<file path="src/rtl/vga_timing_gen.sv">
// VGA raster timing generator: programmable geometry, sync polarity and pixel-clock divider,
// with registered sync/bright/coordinate outputs and line/frame start strobes.
module vga_timing_gen #(
   parameter int   H_ACTIVE = 640,
   parameter int   H_FP     = 16,
   parameter int   H_SYNC   = 96,
   parameter int   H_BP     = 48,
   parameter int   V_ACTIVE = 480,
   parameter int   V_FP     = 10,
   parameter int   V_SYNC   = 2,
   parameter int   V_BP     = 33,
   parameter logic H_POL    = 1'b0,
   parameter logic V_POL    = 1'b0,
   parameter int   CLK_DIV  = 2,
   parameter int   CW       = 10
) (
   input  logic          clock,
   input  logic          clear,
   input  logic          enable,
   output logic          pixTick,
   output logic          hSync,
   output logic          vSync,
   output logic          bright,
   output logic [CW-1:0] hCount,
   output logic [CW-1:0] vCount,
   output logic          lineStart,
   output logic          frameStart
);

   localparam int H_TOTAL = H_ACTIVE + H_FP + H_SYNC + H_BP;
   localparam int V_TOTAL = V_ACTIVE + V_FP + V_SYNC + V_BP;
   localparam int DW      = (CLK_DIV > 1) ? $clog2(CLK_DIV) : 1;

   localparam logic [DW-1:0] DIV_LAST = DW'(CLK_DIV - 1);
   localparam logic [CW-1:0] H_LAST   = CW'(H_TOTAL - 1);
   localparam logic [CW-1:0] V_LAST   = CW'(V_TOTAL - 1);
   localparam logic [CW-1:0] H_ACT    = CW'(H_ACTIVE);
   localparam logic [CW-1:0] V_ACT    = CW'(V_ACTIVE);
   localparam logic [CW-1:0] H_SS     = CW'(H_ACTIVE + H_FP);
   localparam logic [CW-1:0] H_SE     = CW'(H_ACTIVE + H_FP + H_SYNC);
   localparam logic [CW-1:0] V_SS     = CW'(V_ACTIVE + V_FP);
   localparam logic [CW-1:0] V_SE     = CW'(V_ACTIVE + V_FP + V_SYNC);

   logic [DW-1:0] div_q, div_d;
   logic [CW-1:0] hpos_q, hpos_d;
   logic [CW-1:0] vpos_q, vpos_d;
   logic          hsync_q, hsync_d;
   logic          vsync_q, vsync_d;
   logic          bright_q, bright_d;
   logic [CW-1:0] hcount_q, hcount_d;
   logic [CW-1:0] vcount_q, vcount_d;
   logic          line_q, line_d;
   logic          frame_q, frame_d;
   logic          tick_s;
   logic          in_hsync_s;
   logic          in_vsync_s;
   logic          active_s;

   // Pixel divider and raster position advance
   always_comb begin
      tick_s = enable & clear & (div_q == DIV_LAST);
      div_d  = div_q;
      hpos_d = hpos_q;
      vpos_d = vpos_q;
      if (enable) begin
         if (div_q == DIV_LAST) begin
            div_d = '0;
         end else begin
            div_d = div_q + DW'(1);
         end
      end else begin
         div_d = div_q;
      end
      if (tick_s) begin
         if (hpos_q == H_LAST) begin
            hpos_d = '0;
            if (vpos_q == V_LAST) begin
               vpos_d = '0;
            end else begin
               vpos_d = vpos_q + CW'(1);
            end
         end else begin
            hpos_d = hpos_q + CW'(1);
         end
      end else begin
         hpos_d = hpos_q;
         vpos_d = vpos_q;
      end
   end

   // Decode of the pre-advance position, captured only on a pixel tick
   always_comb begin
      in_hsync_s = (hpos_q >= H_SS) && (hpos_q < H_SE);
      in_vsync_s = (vpos_q >= V_SS) && (vpos_q < V_SE);
      active_s   = (hpos_q < H_ACT) && (vpos_q < V_ACT);
      hsync_d    = hsync_q;
      vsync_d    = vsync_q;
      bright_d   = bright_q;
      hcount_d   = hcount_q;
      vcount_d   = vcount_q;
      line_d     = 1'b0;
      frame_d    = 1'b0;
      if (tick_s) begin
         hsync_d  = in_hsync_s ? H_POL : ~H_POL;
         vsync_d  = in_vsync_s ? V_POL : ~V_POL;
         bright_d = active_s;
         hcount_d = active_s ? hpos_q : '0;
         vcount_d = active_s ? vpos_q : '0;
         line_d   = (hpos_q == '0);
         frame_d  = (hpos_q == '0) && (vpos_q == '0);
      end else begin
         line_d  = 1'b0;
         frame_d = 1'b0;
      end
   end

   // State and output registers
   always_ff @(posedge clock or negedge clear) begin
      if (!clear) begin
         div_q    <= '0;
         hpos_q   <= '0;
         vpos_q   <= '0;
         hsync_q  <= ~H_POL;
         vsync_q  <= ~V_POL;
         bright_q <= 1'b0;
         hcount_q <= '0;
         vcount_q <= '0;
         line_q   <= 1'b0;
         frame_q  <= 1'b0;
      end else begin
         div_q    <= div_d;
         hpos_q   <= hpos_d;
         vpos_q   <= vpos_d;
         hsync_q  <= hsync_d;
         vsync_q  <= vsync_d;
         bright_q <= bright_d;
         hcount_q <= hcount_d;
         vcount_q <= vcount_d;
         line_q   <= line_d;
         frame_q  <= frame_d;
      end
   end

   // Strobes are suppressed while paused so a frozen raster never repeats a pulse
   assign pixTick    = tick_s;
   assign hSync      = hsync_q;
   assign vSync      = vsync_q;
   assign bright     = bright_q;
   assign hCount     = hcount_q;
   assign vCount     = vcount_q;
   assign lineStart  = line_q & enable;
   assign frameStart = frame_q & enable;

endmodule

</file>
<file path="config.mk">
export PLATFORM = sky130hd
export DESIGN_NAME = vga_timing_gen
export DESIGN_NICKNAME = d
export VERILOG_FILES = /design/src/rtl/vga_timing_gen.sv
export SDC_FILE = /design/constraint.sdc
export NUM_CORES = 1
export LEC_CHECK = 0
export CAP_MARGIN = 20
export CORE_MARGIN = 5
export CORE_UTILIZATION = 46
export CTS_BUF_LIST = sky130_fd_sc_hd__clkbuf_2
export DETAILED_ROUTE_END_ITERATION = 10
export PLACE_DENSITY = 0.8
export REMOVE_ABC_BUFFERS = 1
export SLEW_MARGIN = 20
export SYNTH_ARGS = -nofsm -noshare
export SYNTH_HDL_FRONTEND = slang
export SYNTH_SLANG_ARGS = --single-unit
</file>
<file path="constraint.sdc">
create_clock -name clock -period 2.16 [get_ports clock]
set_input_delay 0.216 -clock clock [delete_from_list [all_inputs] [get_ports clock]]
set_output_delay 0.216 -clock clock [all_outputs]
set_load 0.01 [all_outputs]
</file>
After elaboration in Yosys (flattened, before gate mapping)
Cells that the tools add are included.
{"block": "op_classes", "shifts": 0, "bitwise_logic": 4, "reduce_logical": 7, "addsub": 3, "order_cmp": 6, "eq_ne": 2, "div": 0, "mul": 0, "n_mux": 9}
{"op": "$mux W10", "count": 4}
{"op": "$add A10 B1 Y10 const B", "count": 2}
{"op": "$eq A10 B10 Y1 const B", "count": 2}
{"op": "$logic_not A10 Y1", "count": 2}
{"op": "$lt A10 B10 Y1 const B", "count": 2}
{"op": "$lt A10 B9 Y1 const B", "count": 2}
{"op": "$ge A10 B10 Y1 const B", "count": 1}
{"op": "$ge A10 B9 Y1 const B", "count": 1}
{"op": "$mux W1", "count": 5}
{"op": "$and A1 B1 Y1", "count": 4}
{"op": "$logic_and A1 B1 Y1", "count": 4}
{"op": "$reduce_and A2 Y1", "count": 1}
{"op": "$add A1 B1 Y1 const B", "count": 1}
{"block": "word_totals", "rom_bits": 0, "ff_bits": 46, "elab_cells": 41, "ramBits": 0, "latchBits": 0, "output_inout_bits": 26, "memories": 0}

Logic depth before layout (Yosys ltp)
{"block": "logic_depth", "ltp_word": 3, "ltp_mapped": 6, "ltp_nobuf": 6}

Worst setup path before layout
No wires, ideal clock.
{"block": "synth_timing", "path_kind": "register -> register", "startpoint": "reg hpos_q[0]", "endpoint": "reg frame_q", "required_time_ps": 2092, "t_arrival_ps": 1463, "setup_slack_ps": 629, "setup_ps": 68, "path_stages_with_launch": 6, "n_path_buf": 0, "cell_sequence": "dfrtp_1 > inv_1 > ha_1 > or4b_1 > nor4_2 > and4bb_1"}
{"block": "synth_via", "elab_chain_len": 3}
{"element": "from (decl)", "line": "45", "text": "logic [CW-1:0] hpos_q, hpos_d;"}
{"element": "from (signal assigned)", "line": "132", "text": "hpos_q <= hpos_d;"}
{"element": "$logic_not A10 Y1", "line": "110", "text": "frame_d = (hpos_q == '0) && (vpos_q == '0);"}
{"element": "$logic_and A1 B1 Y1", "line": "110"}
{"element": "$mux W1", "line": "103", "text": "if (tick_s) begin"}
{"element": "via frame_d", "line": "53", "text": "logic frame_q, frame_d;"}
{"element": "to (signal assigned)", "line": "140", "text": "frame_q <= frame_d;"}
{"element": "to (decl)", "line": "53"}
The timed path passes the listed nets, and every way through them passes these cells.
A chain may end at the register's enable or synchronous reset.

Worst setup path in the final report
{"block": "layout_timing", "startpoint": "in clear", "endpoint": "out pixTick"}
{"block": "layout_via", "elab_chain_len": 2}
{"element": "from (decl)", "line": "18", "text": "input logic clear,"}
{"element": "$and A1 B1 Y1 (2 in series)", "line": "61", "text": "tick_s = enable & clear & (div_q == DIV_LAST);"}
{"element": "to (decl)", "line": "20", "text": "output logic pixTick,"}
No other way between the ends.

==> run_results.csv <==
group,metric,value,unit
cells_and_area,areaGrowthSynthToFinish,18.6,%
logic_synthesis,synth_edf_count,0,
worst_setup_path,start_kind,"input port",
global_route,grt_pass1_wl,7190,µm
logic_synthesis,ys.flop_type,"dfrtp_1",
floorplan,rows,24,
cells_and_area,drive_gt1_share,12.3,%
logic_synthesis,seq_area_frac_synth,55.0,%
placement,gp_congestion,0.789,
timing,fmax,492,MHz
timing,tns,0,ps
floorplan,io_pins,29,
placement,post-place-ws,200,ps
worst_setup_path,critical_path_class,"in2out",
routing,drt_wl_total,4180,µm
global_route,track_usage,14.7,%
cts,root_buffer,"clkbuf_2",
logic_synthesis,syn-cell-area,2100,µm²
worst_setup_path,critPathCaptureType,"output port",
pwr,ir_worst_vdd,0.000503,V
pwr,p_leak,0.00113,µW
routing,avgViaCountPerCell,5.72,
timing,drv_slew,0,
routing,drtIter0Drc,95,
cts,ctsResizeCount,0,
cells_and_area,fin_nets,227,
floorplan,core,4380,µm²
hold_path,hold_path.class,"in2async",
cts,clock-sinks,46,
timing,fin_ws,129,ps
pwr,p_per_area,801,nW/µm²
global_route,antenna_found_initial,0,
timing,min_period,2030,ps
global_route,grt_pass1_vias,1468,
worst_setup_path,cp_num_buf_inv,4,
logic_synthesis,yosysUniqueCellTypes,43,
worst_setup_path,max_stage_delay,600,ps
routing,wire_per_inst,15.4,µm
timing,hold_viol,0,
cts,cts_made_buffers,5,
placement,dp_hpwl,2930,µm
timing,worst_pin_slew,553,ps
cts,h-tree-depth,2,
cells_and_area,seq_area,1150,µm²
cts,cts_tree,"done",
timing,finalCritPeriodShare,94.0,%
cts,worstSkewPairLatency,400,ps
routing,route.vias.total,1556,
worst_setup_path,worstPathRequired,1940,ps
global_route,grt_max_degree,47,
cells_and_area,final_common_cell,"dfrtp_1",
cells_and_area,multiInputGateArea,877,µm²
routing,drc,0,
cells_and_area,n_fill_cell,388,
worst_setup_path,crit_path_top_delay_cell,"clkdlybuf4s50_1",
logic_synthesis,ys_seq_elements,46,
routing,drt_pass1_iterations,4,
logic_synthesis,synth_area_per_cell,11.2,µm²
cts,path_clk_slew,210,ps
timing,rsz0062_at_grt,"no",
worst_setup_path,cp_cell_sequence,"dlygate4sd3_1 -> buf_2 -> nand3_2 -> inv_2 -> clkdlybuf4s50_1",
logic_synthesis,yosysWarnings,0,
flow_run,maxCapViolCount,0,
logic_synthesis,netlist_instances,187,
logic_synthesis,synth_top_cell_area_share,52.5,%
worst_setup_path,crit_fanout,15,
placement,port_buffers,28,
floorplan,die_area,6010,µm²
cts,cts_setup_buffers,0,
cells_and_area,final_cell_mix,"dfrtp_1 (44), clkdlybuf4s50_1 (27), a22o_1 (18)",
worst_setup_path,critical-path-top-delay-family,"buffers and inverters",
logic_synthesis,yosys-top-cells-area,"dfrtp_1 (53%), a22o_1 (7.5%), nand3_1 (3.3%)",
run_status,outcome,"complete, no violations",
routing,postRouteAntennaNets,0,
cts,max-clock-path-buffers,2,
floorplan,fp.dieH,77.5,µm
timing,relSlewSlack,63.1,%
logic_synthesis,yosysTopAreaCell,"dfrtp_1",
worst_setup_path,arrival,1820,ps
floorplan,start_util,47.8,%
cells_and_area,antenna_cells,0,
global_route,overflow,0,
logic_synthesis,ys_async_sr_fraction,100,%
floorplan,die_w,77.5,µm
timing,fin_skew,13.6,ps
timing,setup_viol,0,
==> worst min-delay path, stage by stage <==
cell	delay, ps
dlygate4sd3_1	510
buf_2	130
buf_4	480
==> cell families after synthesis <==
group	synth area share (%)
adder cells (fa/ha/maj)	2.98
AO/OA/AOI/OAI	13.5
flip-flops	55.0
buffers and inverters	3.16
XOR/XNOR	4.59
AND/OR/NAND/NOR	20.8
==> stage by stage <==
step	total power [µW]	util, %	hold slack [ps]	area, µm²	instances
2_1_floorplan	1380	-	-79.6	2050	177
3_3_place_gp	1660	55.6	394	2440	263
3_5_place_dp	1670	55.6	398	2440	263
4_1_cts	2010	56.7	454	2490	272
5_1_grt	2120	56.7	437	2490	272
6_report	1990	56.7	441	2490	272
==> synthesized netlist by cell type (2+ instances only) <==
master and n:
a21oi_1 2, a22o_1 18, nand3_1 14, nor3_1 6, xor2_1 8, buf_2 4, nand4_1 3, nand2_1 16
inv_1 5, xnor2_1 3, o21ai_0 11, dfstp_2 2, clkbuf_1 5, dfrtp_1 44, nor2_1 7, ha_1 5
nor4_2 2, and3_1 4, and2_1 4
==> report_power, final <==
group          internal, µW  switching [µW]
clock network          79.7             254
logic                   282             240
registers              1010             131
==> routing by layer <==
metal	track usage, %	part of all wire, %
met2	22.4	46
met3	3.70	5.3
met4	5.15	1.1
met1	20.3	47
met5	0	0
==> registers in the layout, summed over array words and instances (netlist names) <==
signal / count
frame_q: 1
bright: 1
vpos_q: 10
line_q: 1
div_q: 1
hSync: 1
vCount: 10
hpos_q: 10
vSync: 1
hCount: 10
==> area by class of cell <==
class | instances | area share, %
Sequential cell | 46 | 46.4
Multi-Input combinational cell | 125 | 35.3
Timing Repair Buffer | 35 | 13.3
Tap cell | 52 | 2.62
Clock buffer | 6 | 1.21
Inverter | 6 | 0.905
Clock inverter | 2 | 0.352
==> final timing paths <==
| check | startpoint | end | slack [ps] | cells after the start |
|---|---|---|---|---|
| hold / removal | clear | hCount[0] | 440 | 3 |
| setup / recovery | clear | pixTick | 130 | 5 |
| hold reg to reg | vSync | vSync | 490 | 2 |
| max in group asynchronous | clear | vpos_q[0] | 1340 | 3 |
| min in group clock | enable | div_q | 470 | 2 |
| setup reg to reg | hpos_q[0] | frame_q | 370 | 5 |
==> timing repair <==
item                                   4_1_cts  5_1_grt
endpoints found under the hold margin       44        0
setup endpoints to repair                    0        0
hold buffers                                 1        0
Note: power is estimated with default switching activity, not from simulation.
